==> src/rtl/ifu_fetch_if.sv <==
// Fetch-side bus bundle: redirect input, imem address/data and the decode handshake.
// The master modport is the fetch unit; the slave modport is the imem/decode side.
interface ifu_fetch_if;
    logic        redirect_i;
    logic [31:0] redirect_pc_i;
    logic [31:0] imem_addr_o;
    logic [31:0] instruct_i;
    logic        if_valid_o;
    logic        if_ready_i;
    logic [31:0] if_pc_o;
    logic [31:0] if_instr_o;
    logic [1:0]  if_fault_o;

    modport master (
        input  redirect_i, redirect_pc_i, instruct_i, if_ready_i,
        output imem_addr_o, if_valid_o, if_pc_o, if_instr_o, if_fault_o
    );

    modport slave (
        output redirect_i, redirect_pc_i, instruct_i, if_ready_i,
        input  imem_addr_o, if_valid_o, if_pc_o, if_instr_o, if_fault_o
    );
endinterface

==> src/rtl/ifu_fetch.sv <==
// Instruction fetch unit: PC register, combinational imem address, 2-entry fetch queue to decode,
// redirect flush and halt-on-fault for misaligned / out-of-range fetch addresses.
module ifu_fetch #(
    parameter logic [31:0] RESET_PC   = 32'h0000_0000,
    parameter int          IMEM_WORDS = 2048,
    parameter logic [31:0] NOP_INSTR  = 32'h0000_0013
) (
    input logic         clk_i,
    input logic         rst_i,
    ifu_fetch_if.master bus
);

    localparam logic [32:0] FETCH_LIMIT = 33'(IMEM_WORDS) * 33'd4;

    localparam logic [1:0] FAULT_NONE  = 2'b00;
    localparam logic [1:0] FAULT_ALIGN = 2'b01;
    localparam logic [1:0] FAULT_RANGE = 2'b10;

    // Misalignment is reported ahead of range so a bad low-bit target is never masked.
    function automatic logic [1:0] classify_pc(input logic [31:0] pc);
        if (pc[1:0] != 2'b00)
            return FAULT_ALIGN;
        else if ({1'b0, pc} >= FETCH_LIMIT)
            return FAULT_RANGE;
        else
            return FAULT_NONE;
    endfunction

    logic [31:0] pc_q;
    logic [1:0]  count_q;
    logic        halted_q;

    logic [31:0] q_pc    [2];
    logic [31:0] q_instr [2];
    logic [1:0]  q_fault [2];

    logic [1:0]  pc_fault;
    logic        push;
    logic        pop;
    logic        wr_idx;
    logic [1:0]  count_nxt;
    logic [31:0] push_instr;

    assign pc_fault   = classify_pc(pc_q);
    assign push       = !halted_q && (count_q < 2'd2) && !bus.redirect_i;
    assign pop        = bus.if_valid_o && bus.if_ready_i;
    assign push_instr = (pc_fault == FAULT_NONE) ? bus.instruct_i : NOP_INSTR;
    assign count_nxt  = count_q + {1'b0, push} - {1'b0, pop};

    // Queue is a 2-deep shift register with the head in slot 0; a simultaneous pop moves the tail down.
    always_comb begin
        wr_idx = count_q[0];
        if (pop)
            wr_idx = (count_q == 2'd2);
    end

    always_ff @(posedge clk_i) begin
        if (rst_i) begin
            pc_q     <= RESET_PC;
            count_q  <= 2'd0;
            halted_q <= 1'b0;
        end else if (bus.redirect_i) begin
            pc_q     <= bus.redirect_pc_i;
            count_q  <= 2'd0;
            halted_q <= 1'b0;
        end else begin
            count_q <= count_nxt;
            if (push) begin
                if (pc_fault == FAULT_NONE)
                    pc_q <= pc_q + 32'd4;
                else
                    halted_q <= 1'b1;
            end
        end
    end

    // Queue payload carries no reset; count_q alone decides what is live.
    always_ff @(posedge clk_i) begin
        if (pop) begin
            q_pc[0]    <= q_pc[1];
            q_instr[0] <= q_instr[1];
            q_fault[0] <= q_fault[1];
        end
        if (push) begin
            q_pc[wr_idx]    <= pc_q;
            q_instr[wr_idx] <= push_instr;
            q_fault[wr_idx] <= pc_fault;
        end
    end

    assign bus.imem_addr_o = pc_q;
    assign bus.if_valid_o  = (count_q != 2'd0);
    assign bus.if_pc_o     = bus.if_valid_o ? q_pc[0]    : 32'd0;
    assign bus.if_instr_o  = bus.if_valid_o ? q_instr[0] : NOP_INSTR;
    assign bus.if_fault_o  = bus.if_valid_o ? q_fault[0] : FAULT_NONE;

endmodule

==> src/flat_wrapper.sv <==
// flat-port wrapper written by rule: the top's interface ports become plain ports
module ifu_fetch_flat 
#(
    parameter logic [31:0] RESET_PC   = 32'h0000_0000,
    parameter int          IMEM_WORDS = 2048,
    parameter logic [31:0] NOP_INSTR  = 32'h0000_0013
)
  (clk_i, rst_i, bus_redirect_i, bus_redirect_pc_i, bus_instruct_i, bus_if_ready_i, bus_imem_addr_o, bus_if_valid_o, bus_if_pc_o, bus_if_instr_o, bus_if_fault_o);
  ifu_fetch_if bus_i ();
  input logic clk_i;
  input logic rst_i;
  input wire logic [$bits(bus_i.redirect_i)-1:0] bus_redirect_i;
  input wire logic [$bits(bus_i.redirect_pc_i)-1:0] bus_redirect_pc_i;
  input wire logic [$bits(bus_i.instruct_i)-1:0] bus_instruct_i;
  input wire logic [$bits(bus_i.if_ready_i)-1:0] bus_if_ready_i;
  output wire logic [$bits(bus_i.imem_addr_o)-1:0] bus_imem_addr_o;
  output wire logic [$bits(bus_i.if_valid_o)-1:0] bus_if_valid_o;
  output wire logic [$bits(bus_i.if_pc_o)-1:0] bus_if_pc_o;
  output wire logic [$bits(bus_i.if_instr_o)-1:0] bus_if_instr_o;
  output wire logic [$bits(bus_i.if_fault_o)-1:0] bus_if_fault_o;
  assign bus_i.redirect_i = bus_redirect_i;
  assign bus_i.redirect_pc_i = bus_redirect_pc_i;
  assign bus_i.instruct_i = bus_instruct_i;
  assign bus_i.if_ready_i = bus_if_ready_i;
  assign bus_imem_addr_o = bus_i.imem_addr_o;
  assign bus_if_valid_o = bus_i.if_valid_o;
  assign bus_if_pc_o = bus_i.if_pc_o;
  assign bus_if_instr_o = bus_i.if_instr_o;
  assign bus_if_fault_o = bus_i.if_fault_o;
  ifu_fetch #(.RESET_PC(RESET_PC), .IMEM_WORDS(IMEM_WORDS), .NOP_INSTR(NOP_INSTR)) u_core (.clk_i(clk_i), .rst_i(rst_i), .bus(bus_i));
endmodule
==> config.mk <==
export PLATFORM = sky130hd
export DESIGN_NAME = ifu_fetch_flat
export DESIGN_NICKNAME = d
export VERILOG_FILES = /design/src/rtl/ifu_fetch_if.sv /design/src/rtl/ifu_fetch.sv /design/src/flat_wrapper.sv
export SDC_FILE = /design/constraint.sdc
export NUM_CORES = 1
export LEC_CHECK = 0
export BUFFER_PORTS_ARGS = -buffer_cell sky130_fd_sc_hd__buf_2
export CORE_MARGIN = 2
export CORE_UTILIZATION = 50
export DETAILED_ROUTE_END_ITERATION = 7
export GPL_TIMING_DRIVEN = 1
export PLACE_DENSITY = 0.75
export SKIP_CTS_REPAIR_TIMING = 1
export SLEW_MARGIN = 20
export SYNTH_ARGS = -nofsm -noshare
export SYNTH_HDL_FRONTEND = slang
export SYNTH_SLANG_ARGS = --single-unit
==> constraint.sdc <==
create_clock -name clk_i -period 10 [get_ports clk_i]
set_input_delay 0.5 -clock clk_i [delete_from_list [all_inputs] [get_ports clk_i]]
set_output_delay 0.5 -clock clk_i [all_outputs]
set_load 0.02 [all_outputs]
Word level (Yosys, flattened, before mapping)
Memory sizes are Yosys's and may differ from the RTL's.
Index checks and enable logic that the tools add are counted.
{"block": "classes", "order_cmp": 2, "n_eq_ne": 1, "muxes": 14, "mul": 0, "shift": 0, "n_div": 0, "addsub": 3, "bitwise_logic": 1, "n_reduce_logical": 13}
{"cell": "32-bit 2-to-1 mux", "count": 6}
{"cell": "32-bit by 3-bit adder with 32-bit output (second input constant)", "count": 1}
{"cell": "32-bit by 14-bit greater-or-equal comparator with 1-bit output (second input constant)", "count": 1}
{"cell": "2-bit nonzero test", "count": 4}
{"cell": "2-bit 2-to-1 mux", "count": 3}
{"cell": "1-bit 2-to-1 mux", "count": 5}
{"cell": "2-bit AND reduction", "count": 2}
{"cell": "1-bit logical AND", "count": 3}
{"cell": "2-bit by 1-bit adder with 2-bit output", "count": 1}
{"cell": "2-bit equality test (second input constant)", "count": 1}
{"cell": "1-bit zero test", "count": 2}
{"cell": "2-bit zero test", "count": 1}
{"cell": "2-bit < comparator (second input constant)", "count": 1}
{"cell": "2-bit OR reduction", "count": 1}
{"cell": "2-bit by 1-bit subtractor with 2-bit output", "count": 1}
{"cell": "1-bit inverter", "count": 1}
{"block": "totals", "register_bits": 35, "ram_bits": 132, "out_inout_bits": 99, "in_bits": 68, "elab_cells": 40, "mem_count": 3, "mem_bits_ro": 0, "latch_bits": 0}
{"memory": "u_core.q_instr", "depth": 2, "width": 32, "rd": 2, "rd_clocked_by_memory_dff": 0, "write_ports": 2, "line_no": "ifu_fetch.sv:34", "rtl": "logic [31:0] q_instr [2];"}
{"memory": "u_core.q_pc", "depth": 2, "width": 32, "rd": 2, "rd_clocked_by_memory_dff": 0, "write_ports": 2, "line_no": "ifu_fetch.sv:33", "rtl": "logic [31:0] q_pc [2];"}
{"memory": "u_core.q_fault", "depth": 2, "width": 2, "rd": 2, "rd_clocked_by_memory_dff": 0, "write_ports": 2, "line_no": "ifu_fetch.sv:35", "rtl": "logic [1:0] q_fault [2];"}

Depth between registers and ports, before layout
{"block": "logic_depth", "ltp_word": 7, "mapped_depth": 7, "ltp_nobuf": 7}

Least setup slack after synthesis
No wires, ideal clock.
{"block": "synth_path", "kind": "in2reg", "from": "input port bus_redirect_i", "to": "memory u_core.q_fault[1][0] (enable)", "setup_ns": 0.653, "setup_slack_ns": 2.006, "path_stages": 3, "required_time_ns": 9.347, "path_buffers": 2, "arrival_ns": 7.341, "cell_sequence": "buf_1 > clkbuf_1 > nor4_1"}
{"item": "start: declaration", "line_no": "flat_wrapper.sv:12", "rtl": "input wire logic [$bits(bus_i.redirect_i)-1:0] bus_redirect_i;"}
{"item": "end: declaration", "line_no": "ifu_fetch.sv:35"}

==> summary.md <==
| Metric | Value |
|---|---|
| Fmax | `between 300 and 400 MHz` |
| Area Growth Syn to Fin | `23.0%` |
| Port Buffers | `166` |
| Via count | `4985` |
| Vias per cell | `5.51` |
| Post-synthesis register bit count | `167` |
| Fin Clk Skew | `0.00994 ns` |
| Ant diodes | `0` |
| Final setup viols | `0` |
| Gp weighted congestion | `0.861` |
| Yosys top cell area share | `between 50% and 60%` |
| Die width | `125 um` |
| Status | `finished clean` |
| Total CTS buffers | `17` |
| Unique masters post-synth | `44` |
| First-pass GRT wire length | `between 20000 and 30000 um` |
| Leakage | `0.00359 uW` |
| Nature of the critical path startpoint | `register` |
| CP startpoint | `u_core.bus.imem_addr_o[17]` |
| Core area | `14400 um^2` |
| Die Height | `125 um` |
| Ys flop type | `edfxtp_1` |
| Pre-antenna DRT Iters | `5` |
| Wire per inst | `about 17 um` |
| Syn Inst Count | `550` |
| Total Power | `1740 uW` |
| Hold Startpoint | `bus_redirect_pc_i[10]` |
| Period utilization | `between 20% and 30%` |
| Asr flop ratio synth | `0%` |
| Yosys warnings | `0` |
| DRT iter0 DRCs | `450` |
| Sequential area share after synthesis | `64.2%` |
| Dpl ws | `6.87 ns` |
| Post-synth top area cell | `edfxtp_1` |
| CTS tree | `yes` |
| CTS clock-pin slew for the worst setup and hold paths | `0.06 ns` |
| Fill count | `about 1200` |
| Total Neg Setup Slack | `0 ns` |
| Max-Cap Viols | `0` |
| CTS Sinks | `167` |
| Internal | `between 1000 and 1500 uW` |
| Reg2reg start | `u_core.bus.imem_addr_o[17]` |
| Total gr overflow | `0` |
| Mapped cell area | `7270 um^2` |
| WP data required | `10.30 ns` |
| P_sw | `approximately 440 uW` |
| Syn Nets | `622` |
| Non-filler cells, final | `904` |
| Hold Crit Class | `input pin to register` |
| CP arrival | `3.04 ns` |
| Post-Route WL | `15800 um` |
| Type of the worst setup path | `register to register` |
| Initial antenna violation count | `0` |
| Slew @ Worst Pin | `0.984 ns` |
| Final net count | `~780` |
| Synth top area cells | `edfxtp_1, dfxtp_1, and2_1` |
| Largest net degree at the start of global routing | `around 100` |
| Residual DRC | `0` |
| Die area | `15500 um^2` |
| Post-synth EDFFs | `132` |
| Seq pwr share | `47.7%` |
| Clock period minus worst slack | `approximately 2.7 ns` |
| Root buffer cell | `clkbuf_16` |
| Fin. max-slew vios | `0` |
| Share of total power in combinational logic | `about an eighth` |
| Setup ws final | `7.26 ns` |
| Worst skew pair latency | `0.43 ns` |
| P per Cell Area | `195 nW/um^2` |
| Inst Count DP | `870` |
| Sw Ratio | `25.0%` |
| Initial core utilization | `50.6%` |
| Clock Path Buffers | `2` |
| RSZ-0062 raised after global routing | `false` |
| DRT antenna net count | `0` |
| Final Hold Violating Endpoints | `0` |
| Worst IR drop on VDD | `between 0.1 and 0.15 mV` |
| Row cnt | `between 40 and 50` |
| Power share of the clock group | `slightly below 40%` |
| Avg Cell Area, Syn | `~13 um^2` |
| Share of cells above drive strength 1 | `38.2%` |
| Crit end category | `register` |
| Vias in the first global route | `a little under 5000` |
| Slew HR | `34.4%` |
| Post-DP HPWL | `9910 um` |
| Io pins | `167` |
| Tot GR Track Use | `20.5%` |
| CP Max Fanout | `38` |
| H-tree depth reported by CTS | `4` |
[cell type report]
class                           instances  area (um^2)  area share (%)
Inverter                               12         45.0           0.504
Sequential cell                       167         4660            52.2
Clock buffer                           23          543            6.07
Clock inverter                          9         96.3            1.08
Multi-Input combinational cell        338         2460            27.5
Timing Repair Buffer                  171          901            10.1
Tap cell                              184          230            2.57
[power by group through the flow]
| stage | sequential (uW) | combinational, uW | clock, uW |
|---|---|---|---|
| 2_1_floorplan | 849 | 141 | 0 |
| 3_3_place_gp | 844 | 219 | 0 |
| 3_5_place_dp | 847 | 224 | 0 |
| 4_1_cts | 832 | 225 | 698 |
| 5_1_grt | 838 | 244 | 726 |
| 6_report | 832 | 225 | 688 |
[logic make-up (layout without fill, tap and decap cells)]
| family | Yosys count | after routing | share of synthesized area [%] |
|---|---|---|---|
| multiplexers | 56 | 56 | 8.31 |
| XOR/XNOR | 2 | 2 | 0.241 |
| adder cells (fa/ha/maj) | 4 | 4 | 0.688 |
| AND/OR/NAND/NOR | 219 | 219 | 17.8 |
| buffers and inverters | 45 | 215 | 2.36 |
| flip-flops | 167 | 167 | 64.2 |
| AO/OA/AOI/OAI | 57 | 57 | 6.47 |
[worst paths after layout]
kind,endpoint,slack (ns),cells after the start
worst max-delay path,u_core.q_instr[0][15],7.26,5
worst min register to register,u_core.q_pc[1][17],0.51,0
worst min-delay path,u_core.bus.imem_addr_o[10],0.30,3
worst max register to register,u_core.q_instr[0][15],7.26,5
[cell usage after synthesis (4+ instances only)]
master / instances
edfxtp_1: 132
and2_1: 94
dfxtp_1: 35
mux2_2: 35
nor2_1: 33
a31o_2: 29
nor2b_1: 29
clkbuf_1: 28
mux2i_1: 21
inv_1: 12
nand3_1: 12
or4_1: 9
nor4_1: 8
or3_1: 6
nand2_1: 5
o211ai_1: 5
ha_1: 4
nand2b_1: 4
nand4_1: 4
or2_2: 4
[flip-flops by register name (all words and copies together), names as in the netlist]
| name | cells |
|---|---|
| u_core.q_pc | 64 |
| u_core.q_instr | 64 |
| u_core.halted_q | 1 |
| u_core.q_fault | 4 |
| u_core.bus.imem_addr_o | 32 |
| u_core.count_q | 2 |
[critical path, cell delays in order (launching register included)]
cell and delay [ns]:
dfxtp_1 0.34, or4_1 0.63, nand3b_1 0.61, nor2_4 0.60
buf_16 0.24, a31o_2 0.18
[cells in the final DEF, fill, tap and decap left out, types with 4 or more instances in the layout]
cell       netlist  layout
a31o_2          29      29
and2_1          94      94
buf_2            2     166
clkbuf_16        0      21
dfxtp_1         35      35
edfxtp_1       132     132
ha_1             4       4
inv_1           12      12
mux2_2          35      35
mux2i_1         21      21
nand2_1          5       5
nand2b_1         4       4
nand3_1         12      12
nand4_1          4       4
nor2_1          33      32
nor2b_1         29      29
nor4_1           8       7
o211ai_1         5       5
or3_1            6       6
or4_1            9       9
[routing by layer]
layer | global-route usage, % | share of wire (%)
met4 | 6.94 | 1.6
met5 | 0 | 0
met2 | 31.7 | 47
met3 | 6.06 | 7.2
met1 | 27.9 | 44
[through the flow]
stage	cell area, um^2	utilization, %	hold WS [ns]
after global placement	8250	57.4	0.467
after CTS	8890	61.9	0.272
after detailed placement	8250	57.4	0.508
after floorplan	7270	-	0.468
after global routing	8940	62.2	0.277
final	8940	62.2	0.302
Power figures use the tool's default switching activity.
